--- src/rtl/aes_round_sequencer_pkg.sv ---
// Shared types and constants for the iterative AES round sequencer.
//
// Contents:
//   seq_state_t      - sequencer FSM states {IDLE, ROUND, DONE}
//   AES_NR_128/192/256 - round counts for the three AES key sizes
//   AES_BLOCK_W      - AES state/block width in bits
//   state_busy()     - true while a block is in flight (ROUND or DONE)
//
// Optional feature macro used by the files importing this package: AES_DECRYPT_EN
package aes_pkg;

  // Sequencer states. LOAD is not a separate state: the initial AddRoundKey
  // happens on the accepting cycle of IDLE.
  typedef enum logic [1:0] {
    IDLE  = 2'd0,
    ROUND = 2'd1,
    DONE  = 2'd2
  } seq_state_t;

  localparam int AES_NR_128  = 10;
  localparam int AES_NR_192  = 12;
  localparam int AES_NR_256  = 14;
  localparam int AES_BLOCK_W = 128;

  // A block is in flight from the cycle after it is accepted until the
  // consumer takes it.
  function automatic logic state_busy(input seq_state_t s);
    return (s == ROUND) || (s == DONE);
  endfunction

endpackage

--- src/rtl/aes_round_sequencer_if.sv ---
// Handshake / control bundle between the AES round sequencer and its
// neighbours (host front end, key expansion, round datapath, consumer).
//
// Signals:
//   i_in_valid, o_in_ready    - input block handshake
//   i_key_valid, o_key_idx    - round key request to key expansion
//   i_abort                   - synchronous abort of the current block
//   o_load, o_round_en,
//   o_mix_en                  - datapath strobes
//   o_busy                    - block in flight
//   o_out_valid, i_out_ready  - output block handshake
//   i_decrypt, o_inv          - direction select / inverse flag
//                               (present only with AES_DECRYPT_EN defined)
//
// Modports: master = environment driving the sequencer, slave = sequencer.
interface aes_round_sequencer_if #(
  parameter int IDX_W = 4
);

  logic             i_in_valid;
  logic             o_in_ready;
  logic             i_key_valid;
  logic             i_abort;
  logic             o_load;
  logic             o_round_en;
  logic             o_mix_en;
  logic [IDX_W-1:0] o_key_idx;
  logic             o_busy;
  logic             o_out_valid;
  logic             i_out_ready;
`ifdef AES_DECRYPT_EN
  logic             i_decrypt;
  logic             o_inv;
`endif

  modport master (
    output i_in_valid, i_key_valid, i_abort, i_out_ready,
`ifdef AES_DECRYPT_EN
    output i_decrypt,
    input  o_inv,
`endif
    input  o_in_ready, o_load, o_round_en, o_mix_en, o_key_idx, o_busy, o_out_valid
  );

  modport slave (
    input  i_in_valid, i_key_valid, i_abort, i_out_ready,
`ifdef AES_DECRYPT_EN
    input  i_decrypt,
    output o_inv,
`endif
    output o_in_ready, o_load, o_round_en, o_mix_en, o_key_idx, o_busy, o_out_valid
  );

endinterface

--- src/rtl/aes_round_sequencer_round_counter.sv ---
// Round counter for the AES sequencer: counts completed rounds.
//
// Ports:
//   clk, rst     - clock, asynchronous active-high reset
//   clear_i      - force count to 0 (highest priority)
//   load_i       - start a block: count <= 1 (initial AddRoundKey done)
//   inc_i        - one more round completed
//   count_o      - current round count
//   terminal_o   - count equals NUM_ROUNDS
module aes_round_counter #(
  parameter int NUM_ROUNDS = 10,
  parameter int IDX_W      = 4
) (
  input  logic             clk,
  input  logic             rst,
  input  logic             clear_i,
  input  logic             load_i,
  input  logic             inc_i,
  output logic [IDX_W-1:0] count_o,
  output logic             terminal_o
);

  logic [IDX_W-1:0] cnt_q, cnt_d;
  logic             terminal;

  assign terminal = (cnt_q == IDX_W'(NUM_ROUNDS));

  // Increment is ignored at the terminal count so the counter can never wrap
  // or run past NUM_ROUNDS even if a caller misbehaves.
  always_comb begin
    cnt_d = cnt_q;
    if (clear_i) begin
      cnt_d = '0;
    end else if (load_i) begin
      cnt_d = IDX_W'(1);
    end else if (inc_i && !terminal) begin
      cnt_d = cnt_q + IDX_W'(1);
    end
  end

  always_ff @(posedge clk or posedge rst) begin
    if (rst) begin
      cnt_q <= '0;
    end else begin
      cnt_q <= cnt_d;
    end
  end

  assign count_o    = cnt_q;
  assign terminal_o = terminal;

endmodule

--- src/rtl/aes_round_sequencer.sv ---
// Iterative AES round controller. Accepts one block per valid/ready
// handshake, drives the shared single-round datapath one round per cycle,
// requests round keys by index and presents the finished block with an
// output valid/ready handshake.
//
// Ports:
//   clk  - rising-edge clock
//   rst  - asynchronous active-high reset
//   bus  - aes_round_sequencer_if.slave (handshakes, key request, datapath strobes)
//
// Parameters:
//   NUM_ROUNDS - rounds after the initial AddRoundKey (1..14)
//   IDX_W      - round/key index width, 2**IDX_W > NUM_ROUNDS
//
// Configuration macro: AES_DECRYPT_EN adds i_decrypt/o_inv and reverses the
// key schedule order (key index = NUM_ROUNDS - rnd).
module aes_round_sequencer
  import aes_pkg::*;
#(
  parameter int NUM_ROUNDS = AES_NR_128,
  parameter int IDX_W      = 4
) (
  input logic               clk,
  input logic               rst,
  aes_round_sequencer_if.slave bus
);

  seq_state_t       state_q, state_d;
  logic             busy_q, busy_d;
  logic             outValid_q, outValid_d;

  logic [IDX_W-1:0] rnd;
  logic             rndTerminal;
  logic             cntClear, cntLoad, cntInc;

  logic             loadEn, roundEn, mixEn;
  logic [IDX_W-1:0] keyIdx;

`ifdef AES_DECRYPT_EN
  logic             mode_q, mode_d;
  logic             decNow;
`endif

  aes_round_counter #(
    .NUM_ROUNDS (NUM_ROUNDS),
    .IDX_W      (IDX_W)
  ) u_round_counter (
    .clk        (clk),
    .rst        (rst),
    .clear_i    (cntClear),
    .load_i     (cntLoad),
    .inc_i      (cntInc),
    .count_o    (rnd),
    .terminal_o (rndTerminal)
  );

  // Next-state and Mealy datapath strobes. Abort overrides everything except
  // reset; while reset is asserted every strobe is held low even though the
  // state register already reads IDLE.
  always_comb begin
    state_d  = state_q;
    cntClear = 1'b0;
    cntLoad  = 1'b0;
    cntInc   = 1'b0;
    loadEn   = 1'b0;
    roundEn  = 1'b0;
    mixEn    = 1'b0;
`ifdef AES_DECRYPT_EN
    mode_d   = mode_q;
`endif
    if (!rst) begin
      if (bus.i_abort) begin
        state_d  = IDLE;
        cntClear = 1'b1;
      end else begin
        case (state_q)
          IDLE: begin
            if (bus.i_in_valid && bus.i_key_valid) begin
              loadEn  = 1'b1;
              cntLoad = 1'b1;
              state_d = ROUND;
`ifdef AES_DECRYPT_EN
              mode_d  = bus.i_decrypt;
`endif
            end
          end
          ROUND: begin
            if (bus.i_key_valid) begin
              roundEn = 1'b1;
              mixEn   = !rndTerminal;
              if (rndTerminal) begin
                state_d = DONE;
              end else begin
                cntInc = 1'b1;
              end
            end
          end
          DONE: begin
            if (bus.i_out_ready) begin
              state_d  = IDLE;
              cntClear = 1'b1;
            end
          end
          default: begin
            state_d  = IDLE;
            cntClear = 1'b1;
          end
        endcase
      end
    end
    busy_d     = state_busy(state_d);
    outValid_d = (state_d == DONE);
  end

  // Single state register; busy and out-valid are registered alongside it so
  // they come straight from flops.
  always_ff @(posedge clk or posedge rst) begin
    if (rst) begin
      state_q    <= IDLE;
      busy_q     <= 1'b0;
      outValid_q <= 1'b0;
`ifdef AES_DECRYPT_EN
      mode_q     <= 1'b0;
`endif
    end else begin
      state_q    <= state_d;
      busy_q     <= busy_d;
      outValid_q <= outValid_d;
`ifdef AES_DECRYPT_EN
      mode_q     <= mode_d;
`endif
    end
  end

  // Key index. In IDLE the mode flop has not captured the new block's
  // direction yet, so the load key is selected from i_decrypt directly.
`ifdef AES_DECRYPT_EN
  assign decNow = (state_q == IDLE) ? bus.i_decrypt : mode_q;
  assign keyIdx = rst    ? '0 :
                  decNow ? (IDX_W'(NUM_ROUNDS) - rnd) : rnd;
  assign bus.o_inv = mode_q && busy_q;
`else
  assign keyIdx = rst ? '0 : rnd;
`endif

  // Ready decodes IDLE directly so it rises as soon as reset releases rather
  // than one clock later.
  assign bus.o_in_ready  = (state_q == IDLE) && !rst;
  assign bus.o_load      = loadEn;
  assign bus.o_round_en  = roundEn;
  assign bus.o_mix_en    = mixEn;
  assign bus.o_key_idx   = keyIdx;
  assign bus.o_busy      = busy_q;
  assign bus.o_out_valid = outValid_q;

endmodule

--- src/flat_wrapper.sv ---
// flat-port wrapper written by rule: the top's interface ports become plain ports
module aes_round_sequencer_flat import aes_pkg::*;
#(
  parameter int NUM_ROUNDS = AES_NR_128,
  parameter int IDX_W      = 4
)
  (clk, rst, bus_i_in_valid, bus_i_key_valid, bus_i_abort, bus_i_out_ready, bus_o_in_ready, bus_o_load, bus_o_round_en, bus_o_mix_en, bus_o_key_idx, bus_o_busy, bus_o_out_valid);
  aes_round_sequencer_if #(.IDX_W(IDX_W)) bus_i ();
  input logic clk;
  input logic rst;
  input wire logic [$bits(bus_i.i_in_valid)-1:0] bus_i_in_valid;
  input wire logic [$bits(bus_i.i_key_valid)-1:0] bus_i_key_valid;
  input wire logic [$bits(bus_i.i_abort)-1:0] bus_i_abort;
  input wire logic [$bits(bus_i.i_out_ready)-1:0] bus_i_out_ready;
  output wire logic [$bits(bus_i.o_in_ready)-1:0] bus_o_in_ready;
  output wire logic [$bits(bus_i.o_load)-1:0] bus_o_load;
  output wire logic [$bits(bus_i.o_round_en)-1:0] bus_o_round_en;
  output wire logic [$bits(bus_i.o_mix_en)-1:0] bus_o_mix_en;
  output wire logic [$bits(bus_i.o_key_idx)-1:0] bus_o_key_idx;
  output wire logic [$bits(bus_i.o_busy)-1:0] bus_o_busy;
  output wire logic [$bits(bus_i.o_out_valid)-1:0] bus_o_out_valid;
  assign bus_i.i_in_valid = bus_i_in_valid;
  assign bus_i.i_key_valid = bus_i_key_valid;
  assign bus_i.i_abort = bus_i_abort;
  assign bus_i.i_out_ready = bus_i_out_ready;
  assign bus_o_in_ready = bus_i.o_in_ready;
  assign bus_o_load = bus_i.o_load;
  assign bus_o_round_en = bus_i.o_round_en;
  assign bus_o_mix_en = bus_i.o_mix_en;
  assign bus_o_key_idx = bus_i.o_key_idx;
  assign bus_o_busy = bus_i.o_busy;
  assign bus_o_out_valid = bus_i.o_out_valid;
  aes_round_sequencer #(.NUM_ROUNDS(NUM_ROUNDS), .IDX_W(IDX_W)) u_core (.clk(clk), .rst(rst), .bus(bus_i));
endmodule
--- config.mk ---
export PLATFORM = sky130hd
export DESIGN_NAME = aes_round_sequencer_flat
export DESIGN_NICKNAME = d
export VERILOG_FILES = /design/src/rtl/aes_round_sequencer_pkg.sv /design/src/rtl/aes_round_sequencer_if.sv /design/src/rtl/aes_round_sequencer_round_counter.sv /design/src/rtl/aes_round_sequencer.sv /design/src/flat_wrapper.sv
export SDC_FILE = /design/constraint.sdc
export NUM_CORES = 1
export LEC_CHECK = 0
export BUFFER_PORTS_ARGS = -buffer_cell sky130_fd_sc_hd__buf_2
export CAP_MARGIN = 10
export CORE_AREA = 2 2 39 41
export DETAILED_ROUTE_END_ITERATION = 12
export DIE_AREA = 0 0 41 43
export MAX_ROUTING_LAYER = met4
export PLACE_DENSITY = 0.66
export RECOVER_POWER = 100
export SLEW_MARGIN = 20
export SYNTH_ARGS = -nofsm -noshare
export SYNTH_HDL_FRONTEND = slang
export SYNTH_SLANG_ARGS = --single-unit
--- constraint.sdc ---
create_clock -name clk -period 1.8 [get_ports clk]
set_clock_uncertainty 0.15 [all_clocks]
set_input_delay 0.09 -clock clk [delete_from_list [all_inputs] [get_ports clk]]
set_output_delay 0.09 -clock clk [all_outputs]
set_load 0.02 [all_outputs]
==> results of run 1 <==
[cell families (layout without fill, tap and decap cells)]
| family | after synthesis | count (layout) | synth area share, % |
|---|---|---|---|
| and+or+nand+nor | 17 | 17 | 24.2 |
| AOI/OAI and AO/OA | 16 | 16 | 21.1 |
| buffers and inverters | 10 | 37 | 8.72 |
| DFF | 8 | 8 | 38.7 |
| adders and majority gates | 3 | 3 | 7.26 |
[cell usage in the layout (no fill, tap or decap)]
master,netlist,routed
dlygate4sd3_1,0,1
buf_6,1,3
or4_4,0,1
nand4_1,1,1
a21o_1,1,1
o31ai_1,4,1
and2b_2,3,3
o31ai_2,0,3
nand3b_1,1,1
nor2_1,2,1
a2111oi_1,0,1
a21oi_1,3,3
nor4b_4,0,1
buf_2,0,6
and4_1,2,2
inv_1,7,7
and4b_1,1,1
nor3_1,2,1
ha_1,3,3
buf_4,0,8
nor3_4,0,1
o21ai_0,2,2
or4b_4,1,1
a31oi_1,1,1
dfrtp_2,0,1
clkbuf_4,0,3
a211oi_2,0,1
nor2_4,0,1
nand3_1,2,2
a41oi_1,1,1
a211oi_1,3,2
clkbuf_1,2,9
dfrtp_1,8,7
[registers in the layout, summed over array words and instances, names as in the netlist]
| signal | flops |
|---|---|
| u_core.u_round_counter.count_o | 4 |
| u_core.bus.o_out_valid | 1 |
| u_core.bus.o_busy | 1 |
| u_core.state_q | 2 |
[per-stage QoR]
step / setup WS [ns] / std cells / hold slack, ns
floorplan: 0.0178 / 54 / -0.108
global placement: 0.0381 / 90 / 0.150
detailed placement: 0.0164 / 90 / 0.145
CTS: -0.00263 / 95 / 0.0516
global route: -0.0977 / 97 / 0.117
finish: -0.0626 / 97 / 0.103
[per-layer routing]
metal	wire [µm]	track usage (%)
met5	0	-
met4	0	4.00
met3	89	7.85
met2	779	29.1
met1	590	23.3
[final cells by class]
type                            instances  area [µm²]
Fill cell                             146         616
Multi-Input combinational cell         36         330
Tap cell                               16        20.0
Sequential cell                         8         201
Clock buffer                            3        22.5
Timing Repair Buffer                   27         168
Inverter                                7        26.3
[worst max-delay path, cell delays in order (launching register included)]
cell      delay [ns]
dfrtp_2         0.45
or4b_4          0.56
or4_4           0.43
a211oi_2        0.18
[power groups by stage]
| stage | registers (mW) | clock network [mW] | logic (mW) |
|---|---|---|---|
| after floorplan | 0.201 | 0 | 0.0562 |
| after global placement | 0.202 | 0 | 0.0903 |
| after detailed placement | 0.202 | 0 | 0.0909 |
| after CTS | 0.199 | 0.140 | 0.0955 |
| after global routing | 0.201 | 0.155 | 0.112 |
| final | 0.200 | 0.136 | 0.103 |
[what timing repair did]
item / 4_1_cts / 5_1_grt
resized for setup: 5 / 11
setup endpoints to repair: 3 / 6
pin swaps: 1 / 5
endpoints found under the hold margin: 8 / 0
gates cloned: 0 / 0
buffers inserted: 1 / 2
hold buffers: 1 / 0
[worst max-delay path by stage]
stage,from,end,slack [ns],depth (start not counted)
after floorplan,u_core.state_q[0],u_core.bus.o_busy,0.02,7
after global placement,u_core.state_q[1],u_core.u_round_counter.count_o[3],0.04,3
after detailed placement,u_core.state_q[1],u_core.u_round_counter.count_o[3],0.02,3
after CTS,u_core.state_q[1],bus_o_round_en,-0.003,4
after global routing,u_core.state_q[1],bus_o_round_en,-0.1,4
final,u_core.state_q[1],u_core.u_round_counter.count_o[3],-0.06,3
==> flow_metrics.py, run 1 <==
metrics = {
    "pwr": {
        "switching_power_mw": 0.131,
        "p_sw_share_pct": 29.8,
        "ir_worst_vdd_mv": 0.279,
        "power_density_nw_per_um2": 571,
        "p_seq_share_pct": 45.6,
        "totalPowerFinal_mw": 0.438,
        "power_leakage_nw": 0.363,
        "pwr-share-clk_pct": 31.0,
        "internal_power_mw": 0.308,
        "combPwrFrac_pct": 23.4,
    },
    "logic_synthesis": {
        "ys_async_sr_fraction_pct": 100,
        "synth_flop_cell": "dfrtp_1",
        "yosysTopAreaCell": "dfrtp_1",
        "synth_top_area_share_pct": 38.7,
        "syn_inst": 54,
        "yosys_warnings": 0,
        "synth_area_um2": 517,
        "synth_fp_nets": 63,
        "synth_area_per_cell_um2": 9.57,
        "synth_cell_types": 24,
        "synth_edf_count": 0,
        "yosys.cell_count.top_type": "dfrtp_1",
        "synth-seq-cells": 8,
        "ys_seq_area_share_pct": 38.7,
        "synth_top_cells_by_area": "dfrtp_1 39%, ha_1 7.3%, o31ai_1 5.8%",
        "synth_commonest_cells": "8 x dfrtp_1, 7 x inv_1, 4 x o31ai_1",
    },
    "run_status": {
        "violations": "setup timing",
        "outcome": "finished with violations",
    },
    "drt": {
        "drt-initial-drc-count": 9,
        "wl_um": 1460,
        "firstDrtPassIters": 4,
        "viasPerCell": 5.41,
        "vias": 525,
        "wl_per_cell_um": 15.0,
        "drt_drc_violations_left": 0,
        "ant_nets": 0,
    },
    "setup_path": {
        "worst-r2r-setup-slack_ns": -0.06,
        "critPathArrivalTime_ns": 1.88,
        "path_class": "register to register",
        "endpoint_kind": "register",
        "r2r-end": "u_core.u_round_counter.count_o[3]",
        "r2r_start": "u_core.state_q[1]",
        "critPathMaxFanout": 5,
        "worstPathRequired_ns": 1.82,
        "r2r_cells": 3,
        "cp-start-kind": "register",
    },
    "clock_tree": {
        "cts.sinks": 8,
        "clkTransAtPathRegs_ns": 0.05,
        "h-tree-depth": 1,
        "cts_buffers": 3,
        "clock_latency_ns": 0.25,
        "cts.root.buffer_cell": "clkbuf_4",
        "cts_tree": "built",
        "clk_path_buf_depth": 2,
    },
    "placement": {
        "dpl_cell_area_um2": 664,
        "portBuffers": 15,
        "dp_hpwl_um": 968,
        "globalplace.congestion": 0.850,
    },
    "sta": {
        "setup_violations": 3,
        "maxSlewViolCount": 0,
        "hold_viol": 0,
        "relSlewSlack_pct": 70.8,
        "finalSetupTns_ns": -0.112,
        "period_share_pct": 103,
        "tightest_slew_ns": 0.438,
        "timing.final.crit_period_ns": 1.86,
        "max_clock_freq_mhz": 537,
        "setup_ws_ns": -0.0626,
        "rsz0062_at_grt": "true",
    },
    "worst_hold_path": {
        "worstHoldStart": "rst",
        "hold_class": "input pin to register",
        "whs_path_depth": 3,
        "hold_end": "u_core.state_q[1]",
    },
    "floorplan": {
        "die_area_um2": 1760,
        "die_width_um": 41,
        "ioPinCount": 16,
        "fp.dieH_um": 43,
        "coreArea_um2": 1380,
        "row_count": 14,
        "initial_core_util_pct": 37.3,
    },
    "grt": {
        "grt_max_degree": 11,
        "track_usage_pct": 19.2,
        "overflow": 0,
        "grt_pass1_wl_um": 2200,
        "grt_pass1_vias": 514,
        "antenna_found_initial": 0,
    },
    "job": {
        "maxCapViolations": 0,
    },
    "finish": {
        "post-route-util_pct": 55.5,
        "drive_above_1_share_pct": 40.7,
        "area.growth.synth_to_final_pct": 48.7,
        "fin_area_um2": 768,
        "diodes": 0,
        "final_nets": 92,
    },
}
(Power assumes the default switching activity.)
==> run 2: changes to the inputs <==
SYNTH_HIERARCHICAL = 1   (was not set)
==> flow_metrics.py, run 2 <==
metrics = {
    "run_status": {
        "outcome": "complete, no violations",
    },
    "clock_tree": {
        "clk_path_buf_depth": 2,
        "h-tree-depth": 1,
        "clock_latency_ns": 0.24,
        "cts.root.buffer_cell": "clkbuf_4",
        "clkTransAtPathRegs_ns": 0.05,
        "cts_buffers": 3,
        "cts_tree": "built",
        "cts.sinks": 8,
    },
    "floorplan": {
        "coreArea_um2": 1380,
        "row_count": 14,
        "fp.dieH_um": 43,
        "die_width_um": 41,
        "die_area_um2": 1760,
        "initial_core_util_pct": 38.0,
        "ioPinCount": 16,
    },
    "logic_synthesis": {
        "synth_top_area_share_pct": 38.1,
        "synth_flop_cell": "dfrtp_1",
        "ys_async_sr_fraction_pct": 100,
        "yosys.cell_count.top_type": "inv_1",
        "synth_area_um2": 526,
        "synth_cell_types": 24,
        "syn_inst": 56,
        "synth_fp_nets": 65,
        "ys_seq_area_share_pct": 38.1,
        "synth_top_cells_by_area": "dfrtp_1 38%, ha_1 7.1%, and2b_2 6.7%",
        "synth-seq-cells": 8,
        "synth_commonest_cells": "9 x inv_1, 8 x dfrtp_1, 5 x o21ai_1",
        "synth_area_per_cell_um2": 9.38,
        "yosysTopAreaCell": "dfrtp_1",
        "yosys_warnings": 6,
        "synth_edf_count": 0,
    },
    "setup_path": {
        "path_class": "register to register",
        "worstPathRequired_ns": 1.81,
        "cp-start-kind": "register",
        "critPathMaxFanout": 4,
        "critPathArrivalTime_ns": 1.74,
        "endpoint_kind": "register",
    },
    "pwr": {
        "power_density_nw_per_um2": 541,
        "ir_worst_vdd_mv": 0.496,
        "p_sw_share_pct": 26.4,
        "switching_power_mw": 0.112,
        "combPwrFrac_pct": 23.7,
        "power_leakage_nw": 0.453,
        "pwr-share-clk_pct": 30.1,
        "p_seq_share_pct": 46.2,
        "internal_power_mw": 0.312,
    },
    "placement": {
        "globalplace.congestion": 0.721,
        "dp_slack_ns": -0.0232,
        "portBuffers": 15,
        "dp_hpwl_um": 821,
    },
    "grt": {
        "grt_pass1_wl_um": 1570,
        "grt_pass1_vias": 383,
        "antenna_found_initial": 0,
        "grt_max_degree": 11,
        "overflow": 0,
        "track_usage_pct": 13.7,
    },
    "sta": {
        "relSlewSlack_pct": 77.5,
        "period_share_pct": 96.4,
        "holdWs_ns": 0.102,
        "max_clock_freq_mhz": 576,
        "timing.final.crit_period_ns": 1.74,
        "setup_violations": 0,
        "tightest_slew_ns": 0.329,
        "setup_ws_ns": 0.0649,
        "rsz0062_at_grt": "true",
        "maxSlewViolCount": 0,
        "hold_viol": 0,
    },
    "finish": {
        "final_common_cell": "buf_4",
        "post-route-util_pct": 56.6,
        "drive_above_1_share_pct": 52.3,
        "area.growth.synth_to_final_pct": 49.0,
        "final.fill_count": 138,
        "ff_latch_area_um2": 200,
        "final_cell_mix": "14 x buf_4, 12 x buf_2, 8 x inv_1, 8 x dfrtp_1",
        "diodes": 0,
        "multiInputGateArea_um2": 314,
        "final_nets": 99,
    },
    "worst_hold_path": {
        "hold_class": "input pin to register",
    },
    "drt": {
        "wl_per_cell_um": 10.5,
        "drt_drc_violations_left": 0,
        "drt-initial-drc-count": 7,
        "ant_nets": 0,
        "viasPerCell": 4.79,
        "vias": 498,
        "wl_um": 1090,
        "firstDrtPassIters": 4,
    },
    "job": {
        "maxCapViolations": 0,
    },
}
-- run 2: cell types whose count changed in the layout (fill, tap and decap cells not counted), sizes merged, moves of 2 or more --
cell	before	now
clkbuf	12	6
nor3	2	4
o21ai	2	5
nand2	0	2
nor2b	0	2
buf	17	26
inv	7	10
o31ai	4	0
and4	2	0
-- run 2: routing by layer --
| metal | vias up | track usage (%) | wire length (µm) |
|---|---|---|---|
| met3 | 0 | 6.28 | 74 |
| li1 | 253 | - | - |
| met5 | - | - | 0 |
| met2 | 14 | 19.1 | 543 |
| met4 | 0 | 6.00 | 0 |
| met1 | 231 | 16.7 | 470 |
-- run 2: stage by stage --
| step | TNS, ns | power, mW | std cells | instance area, µm² |
|---|---|---|---|---|
| finish | 0 | 0.424 | 104 | 783 |
| global route | -0.00704 | 0.459 | 104 | 783 |
| CTS | 0 | 0.420 | 98 | 717 |
| detailed placement | -0.0232 | 0.284 | 94 | 677 |
| global placement | 0 | 0.282 | 94 | 677 |
| floorplan | 0 | 0.251 | 56 | 533 |
-- run 2: power groups by stage --
stage | Clock [mW] | Combinational [mW] | Sequential (mW)
2_1_floorplan | 0 | 0.0468 | 0.204
3_3_place_gp | 0 | 0.0859 | 0.196
3_5_place_dp | 0 | 0.0881 | 0.196
4_1_cts | 0.136 | 0.0909 | 0.193
5_1_grt | 0.152 | 0.111 | 0.196
6_report | 0.128 | 0.100 | 0.196
-- run 2: repair_timing --
| action | 4_1_cts | 5_1_grt |
|---|---|---|
| buffers inserted | 0 | 6 |
| hold buffers | 1 | 0 |
| endpoints found under the hold margin | 8 | 0 |
| pin swaps | 0 | 6 |
| gates cloned | 0 | 0 |
| setup endpoints to repair | 1 | 4 |
| resized for setup | 2 | 7 |
-- run 2: critical path, stage by stage (launching register included) --
cell      delay, ns
dfrtp_1        0.40
ha_4           0.18
nand3b_4       0.08
inv_4          0.05
nor2_4         0.14
nand2_2        0.06
or3_1          0.36
a211oi_2       0.22
-- run 2: cells by family after synthesis --
family | after synthesis | synth area share, %
compound gates | 12 | 14.8
xor+xnor | 1 | 1.67
fa+ha+maj | 3 | 7.14
buf+inv | 11 | 9.28
flops | 8 | 38.1
simple gates | 21 | 29.0
-- run 2: cell type report --
class                      count  area share [%]
inverter                      10            5.11
tap                           16            2.56
sequential                     8            25.6
multi-input combinational     37            40.1
timing repair buffer          30            23.8
clock buffer                   3            2.88
-- run 2: worst paths after layout --
path	startpoint	endpoint	slack, ns	cells after the start
max in group asynchronous	rst	async pin	1.06	4
hold reg to reg	u_core/u_round_counter/count_o[1]	u_core/u_round_counter/count_o[1]	0.49	2
min in group asynchronous	rst	u_core/u_round_counter/count_o[0]	0.30	4
setup reg to reg	u_core/u_round_counter/count_o[1]	u_core/u_round_counter/count_o[2]	0.06	7
hold / removal	bus_i_key_valid	register	0.10	4
setup / recovery	u_core/u_round_counter/count_o[1]	u_core/u_round_counter/count_o[2]	0.06	7
==> run 3: changes to the inputs <==
ABC_AREA = 1   (was not set)
CORE_AREA = not set   (was 2 2 39 41)
CORE_MARGIN = 2   (was not set)
CORE_UTILIZATION = 44   (was not set)
DIE_AREA = not set   (was 0 0 41 43)
PLACE_DENSITY = 0.72   (was 0.66)
REMOVE_ABC_BUFFERS = 1   (was not set)
==> flow_metrics.py, run 3 <==
metrics = {
    "pwr": {
        "internal_power_mw": 0.324,
        "ir_worst_vdd_mv": 0.335,
        "p_seq_share_pct": 42.3,
        "switching_power_mw": 0.157,
        "pwr-share-clk_pct": 28.8,
        "power_leakage_nw": 0.469,
        "combPwrFrac_pct": 28.9,
        "p_sw_share_pct": 32.7,
        "power_density_nw_per_um2": 630,
    },
    "logic_synthesis": {
        "synth-seq-cells": 8,
        "synth.area.mux_share_pct": 0,
        "yosys_warnings": 6,
        "synth_area_um2": 574,
        "syn_inst": 84,
        "yosys.area_share.simple_pct": 39.0,
        "synth_commonest_cells": "20 x inv_1, 19 x nand2_1, 12 x nor2_1",
        "ys_seq_area_share_pct": 34.9,
        "synth_top_family_by_area": "simple AND/OR/NAND/NOR gates",
        "synth_top_cells_by_area": "dfrtp_1 35%, inv_1 13%, nand2_1 12%",
        "synth_edf_count": 0,
        "synth_xor_area_share_pct": 0,
        "ys_async_sr_fraction_pct": 100,
        "synth_fa_ha_area_share_pct": 6.54,
        "synth_area_per_cell_um2": 6.84,
        "yosys.cell_count.top_type": "inv_1",
        "yosysTopAreaCell": "dfrtp_1",
        "synth_cell_types": 18,
        "synth_top_area_share_pct": 34.9,
        "synth_flop_cell": "dfrtp_1",
        "synth-compound-area-share_pct": 3.27,
    },
    "floorplan": {
        "fp.dieH_um": 40.1,
        "row_count": 13,
        "ioPinCount": 16,
        "die_area_um2": 1610,
        "initial_core_util_pct": 45.9,
        "die_width_um": 40.1,
        "coreArea_um2": 1250,
    },
    "setup_path": {
        "critPathMaxFanout": 3,
        "r2r_start": "u_core/u_round_counter/count_o[1]",
        "critPathArrivalTime_ns": 1.72,
        "cp-start-kind": "register",
        "path_class": "register to register",
        "worst-r2r-setup-slack_ns": 0.07,
        "worstPathRequired_ns": 1.79,
        "endpoint_kind": "register",
        "r2r-end": "u_core/u_round_counter/count_o[3]",
        "r2r_cells": 10,
    },
    "clock_tree": {
        "clkTransAtPathRegs_ns": 0.06,
        "cts.sinks": 8,
        "cts_tree": "built",
        "clk_path_buf_depth": 2,
        "cts_buffers": 3,
        "h-tree-depth": 1,
        "clock_latency_ns": 0.25,
        "cts.root.buffer_cell": "clkbuf_4",
    },
    "finish": {
        "multiInputGateArea_um2": 304,
        "ff_latch_area_um2": 200,
        "drive_above_1_share_pct": 32.1,
        "post-route-util_pct": 61.0,
        "final.fill_count": 122,
        "diodes": 0,
        "final_nets": 120,
        "area.growth.synth_to_final_pct": 33.1,
        "final_cell_mix": "17 x nand2_1, 17 x inv_1, 12 x nor2_1, 11 x buf_2",
    },
    "sta": {
        "setup_violations": 0,
        "hold_viol": 0,
        "relSlewSlack_pct": 82.6,
        "rsz0062_at_grt": "true",
        "maxSlewViolCount": 0,
        "period_share_pct": 96.2,
        "finalSetupTns_ns": 0,
        "max_clock_freq_mhz": 577,
        "timing.final.crit_period_ns": 1.73,
        "tightest_slew_ns": 0.261,
    },
    "job": {
        "maxCapViolations": 0,
    },
    "drt": {
        "drt_drc_violations_left": 0,
        "wl_per_cell_um": 9.90,
        "drt-initial-drc-count": 8,
        "vias": 571,
        "ant_nets": 0,
        "firstDrtPassIters": 4,
        "viasPerCell": 4.60,
        "wl_um": 1230,
    },
    "placement": {
        "globalplace.congestion": 0.781,
        "portBuffers": 15,
        "dp_hpwl_um": 906,
    },
    "grt": {
        "antenna_found_initial": 0,
        "grt_pass1_wl_um": 1780,
        "grt_pass1_vias": 504,
        "grt_max_degree": 10,
        "overflow": 0,
        "track_usage_pct": 17.7,
    },
    "worst_hold_path": {
        "worstHoldStart": "bus_i_key_valid",
        "hold_class": "input pin to register",
        "whs_path_depth": 3,
    },
    "run_status": {
        "outcome": "complete, no violations",
    },
}
## run 3: per-stage QoR
step	cell area (µm²)	std cells	power (mW)	hold WS (ns)	setup WS [ns]
after floorplan	563	83	0.286	-0.294	-0.237
after global placement	687	117	0.330	-0.0649	0.126
after detailed placement	687	117	0.333	-0.0637	0.105
after CTS	737	123	0.477	0.0171	0.00433
after global routing	764	124	0.517	0.0224	-0.0120
final	764	124	0.482	0.0196	0.0676
## run 3: what timing repair did
| action | CTS | global route |
|---|---|---|
| setup endpoints to repair | 1 | 6 |
| setup buffers | 2 | 1 |
| hold buffers | 1 | 0 |
| pin swaps | 1 | 5 |
| gates resized for setup | 1 | 8 |
| endpoints found under the hold margin | 8 | 0 |
## run 3: worst max-delay path by stage
stage               depth (start not counted)                                end                               from  slack [ns]
floorplan                                  10  u_core/u_round_counter/count_o[3]  u_core/u_round_counter/count_o[0]       -0.24
global placement                           11  u_core/u_round_counter/count_o[0]  u_core/u_round_counter/count_o[0]        0.13
detailed placement                         10  u_core/u_round_counter/count_o[3]  u_core/u_round_counter/count_o[0]        0.11
CTS                                         9                       bus_o_mix_en  u_core/u_round_counter/count_o[0]       0.004
global route                               11  u_core/u_round_counter/count_o[3]  u_core/u_round_counter/count_o[0]       -0.01
finish                                     10  u_core/u_round_counter/count_o[3]  u_core/u_round_counter/count_o[1]        0.07
## run 3: cells by family after synthesis
logic type / Yosys count
adders and majority gates: 3
AOI/OAI and AO/OA: 3
DFF: 8
buffers and inverters: 23
and+or+nand+nor: 47
## run 3: power by group through the flow
stage	registers (mW)	logic (mW)	clock network (mW)
CTS	0.202	0.132	0.143
global placement	0.204	0.126	0
floorplan	0.212	0.0741	0
detailed placement	0.205	0.129	0
finish	0.204	0.139	0.139
global route	0.205	0.160	0.152
## run 3: worst max-delay path: stages, from the launching register on
cell	delay, ns
dfrtp_1	0.41
ha_4	0.17
nand2_2	0.07
inv_2	0.03
nand2_2	0.06
inv_2	0.06
nor3_4	0.18
buf_4	0.13
nand4_1	0.11
o21bai_1	0.18
nor2_1	0.06
## run 3: layout make-up
class	count	share of cell area [%]
timing repair buffer	23	17.8
tap	15	2.45
sequential	8	26.2
clock buffer	3	2.95
multi-input combinational	53	39.8
inverter	22	10.8
## run 3: routing by layer
metal	GRT usage, %	vias to the layer above	wire (µm)
met5	-	-	0
met4	9.48	0	12
met3	7.22	2	79
met2	32.7	18	620
met1	14.7	248	515
li1	-	303	-
